===== config.mk =====
export PLATFORM = sky130hd
export DESIGN_NAME = drop_ctrl
export DESIGN_NICKNAME = d
export VERILOG_FILES = /design/src/rtl/drop_ctrl.sv
export SDC_FILE = /design/constraint.sdc
export NUM_CORES = 1
export LEC_CHECK = 0
export BUFFER_PORTS_ARGS = -buffer_cell sky130_fd_sc_hd__buf_2
export CAP_MARGIN = 20
export CORE_MARGIN = 2
export CORE_UTILIZATION = 54
export CTS_CLUSTER_DIAMETER = 50
export DETAILED_ROUTE_END_ITERATION = 6
export GPL_TIMING_DRIVEN = 0
export HOLD_SLACK_MARGIN = 0.05
export PLACE_DENSITY = 0.8
export SLEW_MARGIN = 30
export SYNTH_ARGS = -nofsm -noshare
export SYNTH_HDL_FRONTEND = slang
export SYNTH_SLANG_ARGS = --single-unit
export TNS_END_PERCENT = 30

===== constraint.sdc =====
create_clock -name Clk -period 3.9 [get_ports Clk]
set_input_delay 1.17 -clock Clk [delete_from_list [all_inputs] [get_ports Clk]]
set_output_delay 1.17 -clock Clk [all_outputs]
set_load 0.01 [all_outputs]

===== src/rtl/drop_ctrl.sv =====
// Falling-object controller: spawns an object, steps its row once per frame tick,
// stops it on the floor or on a collision, holds it for a number of frames, then idles.
module drop_ctrl #(
  parameter int Y_W         = 10,
  parameter int Y_START     = 0,
  parameter int Y_FLOOR     = 479,
  parameter int HOLD_FRAMES = 30
) (
  input  logic           Clk,
  input  logic           Reset_n,
  input  logic           frame_tick,
  input  logic           spawn_req,
  input  logic [Y_W-1:0] spawn_x,
  input  logic [5:0]     speed,
  input  logic           hit,
  output logic           spawn_ack,
  output logic           busy,
  output logic [Y_W-1:0] obj_x,
  output logic [Y_W-1:0] obj_y,
  output logic           landed,
  output logic [7:0]     land_count
);

  typedef enum logic [1:0] {
    S_IDLE = 2'd0,
    S_FALL = 2'd1,
    S_LAND = 2'd2
  } state_t;

  localparam logic [Y_W-1:0] START     = Y_W'(Y_START);
  localparam logic [Y_W-1:0] FLOOR     = Y_W'(Y_FLOOR);
  localparam logic [5:0]     HOLD_LAST = 6'(HOLD_FRAMES - 1);

  state_t         state;
  state_t         state_nx;
  logic [5:0]     speed_l;
  logic [5:0]     hold_cnt;
  logic [Y_W:0]   y_sum;
  logic           floor_reach;
  logic           hold_done;

  logic           accept;
  logic           enter_land;
  logic           step;
  logic           ack_nx;
  logic           landed_nx;
  logic           busy_nx;

  // One guard bit on the sum keeps a large speed near the floor from wrapping.
  function automatic logic [Y_W-1:0] clamp_floor(input logic [Y_W:0] sum);
    if (sum >= {1'b0, FLOOR})
      return FLOOR;
    else
      return sum[Y_W-1:0];
  endfunction

  function automatic logic [5:0] min_one(input logic [5:0] s);
    return (s == 6'd0) ? 6'd1 : s;
  endfunction

  assign y_sum       = {1'b0, obj_y} + {{(Y_W-5){1'b0}}, speed_l};
  assign floor_reach = (y_sum >= {1'b0, FLOOR});
  assign hold_done   = frame_tick && (hold_cnt == HOLD_LAST);

  always_ff @(posedge Clk or negedge Reset_n) begin
    if (!Reset_n)
      state <= S_IDLE;
    else
      state <= state_nx;
  end

  always_comb begin
    state_nx = state;
    case (state)
      S_IDLE: if (spawn_req) state_nx = S_FALL;
      S_FALL: if (hit || (frame_tick && floor_reach)) state_nx = S_LAND;
      S_LAND: if (hold_done) state_nx = S_IDLE;
      default: state_nx = S_IDLE;
    endcase
  end

  // hit outranks frame_tick, so a simultaneous tick never moves the object.
  always_comb begin
    accept     = (state == S_IDLE) && spawn_req;
    enter_land = (state == S_FALL) && (state_nx == S_LAND);
    step       = (state == S_FALL) && !hit && frame_tick;
    ack_nx     = accept;
    landed_nx  = enter_land;
    busy_nx    = (state_nx != S_IDLE);
  end

  always_ff @(posedge Clk or negedge Reset_n) begin
    if (!Reset_n) begin
      spawn_ack  <= 1'b0;
      landed     <= 1'b0;
      busy       <= 1'b0;
      land_count <= 8'd0;
    end else begin
      spawn_ack <= ack_nx;
      landed    <= landed_nx;
      busy      <= busy_nx;
      if (enter_land)
        land_count <= land_count + 8'd1;
    end
  end

  always_ff @(posedge Clk or negedge Reset_n) begin
    if (!Reset_n) begin
      obj_x    <= '0;
      obj_y    <= START;
      speed_l  <= 6'd1;
      hold_cnt <= 6'd0;
    end else begin
      if (accept) begin
        obj_x    <= spawn_x;
        obj_y    <= START;
        speed_l  <= min_one(speed);
        hold_cnt <= 6'd0;
      end else if (step) begin
        obj_y <= clamp_floor(y_sum);
      end
      if ((state == S_LAND) && frame_tick)
        hold_cnt <= hold_cnt + 6'd1;
    end
  end

endmodule


==> key figures, run 1 <==
Clocking
  – Clock transition at path regs: 0.09 ns
  – Number of hold buffers added after cts: 0
  – TritonCTS Buffers: 5
  – Clock Sink Count: 45
  – TritonCTS clock tree: built
  – Post-cts resize count: 0
  – H-tree Lvls: 2
  – Max clock buf depth: 2
  – Clock Latency Late Sink: 0.30 ns
  – Post-CTS Setup Inserts: 0
  – Clock Root Buffer: clkbuf_8

Placed design
  – HPWL after detailed placement: 3.58 mm
  – PortBufs: 50
  – Routability cong.: 0.903
  – Placed Cells: 348

Worst setup path
  – R2r worst-path depth: 10
  – Crit. End Element: flop
  – CP top delay family: compound AO/OA/AOI/OAI gates
  – Reg-to-reg slack, setup: 0.81 ns
  – Maximum fanout along the worst path: 8
  – Launching point of the worst reg2reg path: speed_l[0]$_DFFE_PN1P_
  – Kind of critical path: reg -> reg
  – CP bufs+invs: 1
  – Worst-path cell chain: ha_1 -> inv_1 -> fa_1 -> and2b_1 -> o21bai_4 -> a31oi_1 -> o2111ai_1 -> a311oi_4 -> o21ai_4 -> mux2_4
  – Crit. Startpoint: speed_l[0]$_DFFE_PN1P_
  – Slowest CP cell: a311oi_4
  – CP Data Arrival Time: 3.28 ns
  – WP data required: 4.10 ns
  – Critical path startpoint category: flop
  – Worst R2R End: land_count[1]$_DFFE_PN0P_
  – CP max stage delay: 0.58 ns

Timing
  – Fin crit share: 79.1%
  – Min cycle time layout: 3.09 ns
  – Final max-slew violation count: 0
  – Slew HR: 45.5%
  – Worst hold margin: 0.473 ns
  – Worst-margin pin slew: 0.812 ns
  – Worst Skew: 0.00826 ns
  – RSZ-0062 raised after global routing: no
  – Fmax: 324 MHz
  – Setup_tns: 0 ns
  – Fin. Hold Viols: 0
  – Count of final setup violators: 0

Finish
  – Post-Layout Cell Count: 356
  – Most frequent cells in the layout: nand2_1, buf_2, dfrtp_1, o21ai_0, nand3_1
  – Layout cells sized above 1: 22.5%
  – Nets: 336
  – Most common cell after layout, fill and taps aside: nand2_1
  – Layout area overhead: 17.7%
  – Antenna Cells: 0
  – Final Util: 67.4%

Detailed routing
  – WL final: 4.95 mm
  – M1 wire length: 2.31 mm
  – Detail Route Antenna Nets: 0
  – Drc violations: 0
  – Detailed-routed wire length on met3: 198 um
  – Via count: 1971
  – Post-detailed-route via-to-cell ratio: 5.54
  – Routed wire per std cell: 13.9 um
  – Top sig layer: met4
  – WL met2: 2.38 mm
  – Initial DRC count: 169
  – Drt pass-1 iters: 4

Logic synthesis
  – Synth Register Bits: 45
  – Sequential share of the synthesized area: 48.5%
  – Post-Syn Nets: 279
  – Synthesized cell area: 2320 sq um
  – Number of synthesized flops with an enable pin: 0
  – YS warnings: 0
  – Mapped Cells: 248
  – Synth Flop Type: dfrtp_1
  – FFs w/ async S/R, synth: 100%
  – Unique cell type count in the Yosys netlist: 47
  – Mean post-synth cell area: 9.36 sq um

Min path
  – Worst hold path cell count: 2
  – Hold endpoint: obj_x[9]$_DFFE_PN0P_
  – Hold wc startpoint: obj_x[9]$_DFFE_PN0P_
  – Worst Hold Class: reg -> reg

GRT
  – Vias in the first global route: 1815
  – Largest net degree at the start of global routing: 46
  – Initial antenna violation count: 0
  – Tot GR Track Use: 22.4%
  – GRT overflow: 0
  – First-pass GRT wire length: 8.68 mm

Status
  – Status: finished, final reports clean

Power
  – Leakage: 1.38 nW
  – PwrDens: 680 nW/um^2
  – VDD IR max: 0.331 mV

Floorplanning
  – Starting Density: 57.2%
  – Row cnt: 23
  – Die W: 69.6 um
  – Num ports: 52
  – Die height: 69.6 um
  – Core Region: 4060 sq um
  – Die area: 4840 sq um

Flow run
  – Count of max-cap constraint violations: 0
==> sequential cells by signal (all words and copies together) (netlist names) <==
register / flops
busy: 1
hold_cnt: 6
land_count: 8
landed: 1
obj_x: 10
obj_y: 10
spawn_ack: 1
speed_l: 6
state: 2
==> layout make-up <==
type | count | area, sq um
tap | 50 | 62.6
clock buffer | 6 | 82.6
sequential | 45 | 1130
inverter | 9 | 33.8
clock inverter | 2 | 13.8
fill | 350 | 1320
buffer | 6 | 26.3
multi-input combinational | 188 | 1130
timing repair buffer | 50 | 253
==> synthesized netlist by cell type (2+ instances only) <==
master | number | area (sq um)
mux2i_1 | 2 | 20.0
o21ai_0 | 21 | 105
and3_1 | 2 | 12.5
o211ai_1 | 3 | 22.5
and2_1 | 2 | 12.5
nor3_1 | 3 | 15.0
nand3_1 | 18 | 90.1
ha_1 | 9 | 113
and4_1 | 2 | 17.5
nand2_1 | 61 | 229
a31oi_1 | 2 | 12.5
o2111ai_1 | 2 | 17.5
a21oi_1 | 5 | 25.0
inv_1 | 8 | 30.0
o31ai_1 | 3 | 22.5
nor2_1 | 14 | 52.6
nor2b_1 | 2 | 12.5
clkbuf_1 | 4 | 15.0
xnor2_1 | 10 | 87.6
dfrtp_1 | 44 | 1100
and2b_1 | 2 | 15.0
nand4_1 | 4 | 25.0
==> tightest hold or removal path: cells and delay by family (launching register included) <==
kind             cells  cell delay, ns
and+or+nand+nor      2            0.10
DFF                  1            0.34
==> power breakdown <==
group	leakage (nW)	internal (mW)	switching, mW
Clock	0.0512	0.144	0.166
Combinational	0.744	0.329	0.461
Sequential	0.584	0.635	0.123
==> worst max-delay path by stage <==
stage | slack (ns) | to | depth (start not counted)
global placement | 0.88 | land_count[1]$_DFFE_PN0P_ | 10
global route | 0.63 | land_count[1]$_DFFE_PN0P_ | 10
CTS | 0.84 | land_count[1]$_DFFE_PN0P_ | 10
detailed placement | 0.87 | land_count[1]$_DFFE_PN0P_ | 10
floorplan | 1.13 | land_count[1]$_DFFE_PN0P_ | 10
finish | 0.81 | land_count[1]$_DFFE_PN0P_ | 10
==> logic make-up (layout without fill, tap and decap cells) <==
logic type	count (synthesis)	count (layout)	synth area share (%)
AND/OR/NAND/NOR	116	116	22.7
flip-flops	45	45	48.5
XOR/XNOR	10	10	3.77
buffers and inverters	15	73	2.59
multiplexers	3	3	1.51
adder cells (fa/ha/maj)	10	10	5.71
AO/OA/AOI/OAI	49	49	15.2
==> per-stage QoR <==
| stage | total power, mW | instance area, sq um | worst slack [ns] |
|---|---|---|---|
| floorplan | 1.30 | 2320 | 1.13 |
| global placement | 1.53 | 2640 | 0.882 |
| detailed placement | 1.56 | 2640 | 0.873 |
| CTS | 1.87 | 2730 | 0.838 |
| global route | 2.02 | 2730 | 0.633 |
| finish | 1.86 | 2730 | 0.815 |
==> metal layers <==
metal  track usage, %  vias to the layer above
met1             30.6                      938
met4             9.15                        0
met2             35.9                       44
met3             3.49                        7
met5                0                        -
li1                 -                      982
(Power assumes the default switching activity.)
==> run 2, diff against run 1 <==
clock period = 3.19 ns   (was 3.9 ns; I/O delays follow)
==> key figures, run 2 (synthesis results as in run 1) <==
Power
  – Final Power: 2.27 mW (+22%)
  – VDD IR max: 0.405 mV (+22%)
  – Leakage: 1.38 nW (+0.40%)
  – PwrDens: 828 nW/um^2 (+22%)

Clocking
  – Post-cts resize count: 0 (unchanged)
  – Clock Sink Count: 45 (unchanged)
  – Clock transition at path regs: 0.09 ns (about the same)
  – TritonCTS Buffers: 5 (unchanged)
  – Clock Latency Late Sink: 0.30 ns (about the same)
  – Clock Root Buffer: clkbuf_8
  – Max clock buf depth: 2 (unchanged)
  – TritonCTS clock tree: built
  – H-tree Lvls: 2 (unchanged)

Worst setup path
  – Worst R2R End: land_count[1]$_DFFE_PN0P_
  – Slowest CP cell: dfstp_2
  – Reg-to-reg slack, setup: 0.15 ns (-0.67 ns)
  – R2r worst-path depth: 11 (+1)
  – Kind of critical path: reg -> reg
  – CP max stage delay: 0.54 ns (-0.04 ns)
  – Crit. End Element: flop
  – WP data required: 3.39 ns (-0.71 ns)
  – Launching point of the worst reg2reg path: speed_l[0]$_DFFE_PN1P_
  – Maximum fanout along the worst path: 8 (unchanged)
  – Worst-path cell chain: ha_1 -> inv_1 -> fa_1 -> and2b_1 -> o21bai_4 -> and4_1 -> o2111ai_1 -> a311oi_4 -> buf_4 -> o21ai_4 -> mux2_4
  – CP Data Arrival Time: 3.24 ns (-0.04 ns)
  – Critical path startpoint category: flop

Finish
  – Most common cell after layout, fill and taps aside: nand2_1
  – Most frequent cells in the layout: nand2_1, buf_2, dfrtp_1, o21ai_0, nand3_1
  – Largest regs: obj_x: 10 flops, obj_y: 10 flops, land_count: 8 flops
  – Antenna Cells: 0 (unchanged)
  – Final Util: 67.6% (+0.19 points)
  – Layout cells sized above 1: 22.8% (+0.25 points)
  – Filler instances: 348 (-0.57%)
  – Nets: 337 (+0.30%)
  – Layout area overhead: 18.0%
  – Design Area, Final: 2740 sq um (+0.27%)

Floorplanning
  – Die height: 69.6 um (unchanged)
  – Die W: 69.6 um (unchanged)
  – Num ports: 52 (unchanged)
  – Core Region: 4060 sq um (unchanged)
  – Die area: 4840 sq um (unchanged)
  – Row cnt: 23 (unchanged)
  – Starting Density: 57.2% (unchanged)

Detailed routing
  – Post-detailed-route via-to-cell ratio: 5.58 (+0.83%)
  – Drc violations: 0 (unchanged)
  – Routed wire per std cell: 13.9 um (about the same)
  – Initial DRC count: 131 (-22%)
  – WL final: 4.96 mm (+0.18%)
  – Detail Route Antenna Nets: 0 (unchanged)
  – Via count: 1993 (+1.1%)
  – Drt pass-1 iters: 4 (unchanged)

Placed design
  – PortBufs: 50 (unchanged)
  – HPWL after detailed placement: 3.58 mm (unchanged)
  – Pre-CTS WS: 0.163 ns (-0.710 ns)
  – Routability cong.: 0.903 (unchanged)
  – Area post-placement: 2640 sq um (unchanged)

Timing
  – Fmax: 329 MHz (+1.4%)
  – Worst-margin pin slew: 0.819 ns (+0.00707 ns)
  – Setup_tns: 0 ns (unchanged)
  – Slew HR: 45.0% (-0.47 points)
  – Fin crit share: 95.4% (+16 points)
  – Final max-slew violation count: 0 (unchanged)
  – Count of final setup violators: 0 (unchanged)
  – Worst setup margin: 0.147 ns (-0.667 ns)
  – Fin. Hold Viols: 0 (unchanged)
  – Worst Skew: 0.00836 ns (+0.000106 ns)
  – RSZ-0062 raised after global routing: no
  – Min cycle time layout: 3.04 ns (-0.0426 ns)

GRT
  – Busiest grt layer: met2
  – Grt met3 use: 3.49% (unchanged)
  – Met2 usage: 35.9% (unchanged)
  – GRT overflow: 0 (unchanged)
  – Vias in the first global route: 1815 (unchanged)
  – Largest net degree at the start of global routing: 46 (unchanged)
  – First-pass GRT wire length: 8.68 mm (unchanged)
  – Initial antenna violation count: 0 (unchanged)
  – Tot GR Track Use: 22.4% (unchanged)
  – Met1 Use GR: 30.6% (unchanged)

Flow run
  – Count of max-cap constraint violations: 0 (unchanged)

Status
  – Status: finished, final reports clean

Min path
  – Worst hold path cell count: 2 (unchanged)
  – Hold endpoint: obj_x[9]$_DFFE_PN0P_
  – Hold wc startpoint: obj_x[9]$_DFFE_PN0P_
  – Worst Hold Class: reg -> reg
-- run 2: changes by cell type in the layout (fill, tap and decap cells not counted) --
cell,previous run,this run
buf_4,2,3
-- run 2: worst max-delay path, delay by kind of cell (launching register included) --
| family | cells | cell delay (ns) |
|---|---|---|
| AO/OA/AOI/OAI | 4 | 0.76 |
| multiplexers | 1 | 0.31 |
| AND/OR/NAND/NOR | 2 | 0.49 |
| buffers and inverters | 2 | 0.26 |
| adder cells (fa/ha/maj) | 2 | 0.57 |
| flip-flops | 1 | 0.54 |
-- run 2: where the power goes --
group	leakage [nW]	internal [mW]	switching [mW]
clock	0.0512	0.176	0.204
sequential	0.584	0.777	0.150
combinational	0.749	0.402	0.561
-- run 2: worst max path at each step --
stage	startpoint	end	slack, ns	cells after the start
floorplan	speed_l[0]$_DFFE_PN1P_	land_count[1]$_DFFE_PN0P_	0.42	10
global placement	speed_l[0]$_DFFE_PN1P_	land_count[1]$_DFFE_PN0P_	0.17	10
detailed placement	speed_l[0]$_DFFE_PN1P_	land_count[1]$_DFFE_PN0P_	0.16	10
CTS	speed_l[0]$_DFFE_PN1P_	land_count[1]$_DFFE_PN0P_	0.13	10
global route	speed_l[0]$_DFFE_PN1P_	land_count[1]$_DFFE_PN0P_	0.03	11
finish	speed_l[0]$_DFFE_PN1P_	land_count[1]$_DFFE_PN0P_	0.15	11
-- run 2: final cells by class --
| type | instances | area, sq um | share of cell area (%) |
|---|---|---|---|
| Multi-Input combinational cell | 188 | 1130 | 41.4 |
| Sequential cell | 45 | 1130 | 41.1 |
| Timing Repair Buffer | 51 | 260 | 9.49 |
| Clock buffer | 6 | 82.6 | 3.01 |
| Tap cell | 50 | 62.6 | 2.28 |
| Inverter | 9 | 33.8 | 1.23 |
| Buffer | 6 | 26.3 | 0.958 |
| Clock inverter | 2 | 13.8 | 0.502 |
-- run 2: timing repair --
| action | in CTS | in global routing |
|---|---|---|
| setup endpoints to repair | 0 | 3 |
| setup buffers | 0 | 1 |
| hold buffers | 0 | 0 |
-- run 2: through the flow --
| step | hold slack (ns) | instances |
|---|---|---|
| finish | 0.473 | 357 |
| global placement | 0.455 | 348 |
| CTS | 0.479 | 356 |
| detailed placement | 0.458 | 348 |
| global route | 0.498 | 357 |
| floorplan | 0.447 | 248 |
-- run 2: metal layers --
layer  wire [um]  vias up  share of wire (%)
li1            -      984                  -
met1        2270      957                 46
met2        2380       44                 48
met3         234        8                4.7
met4          72        0                1.5
met5           0        -                  0
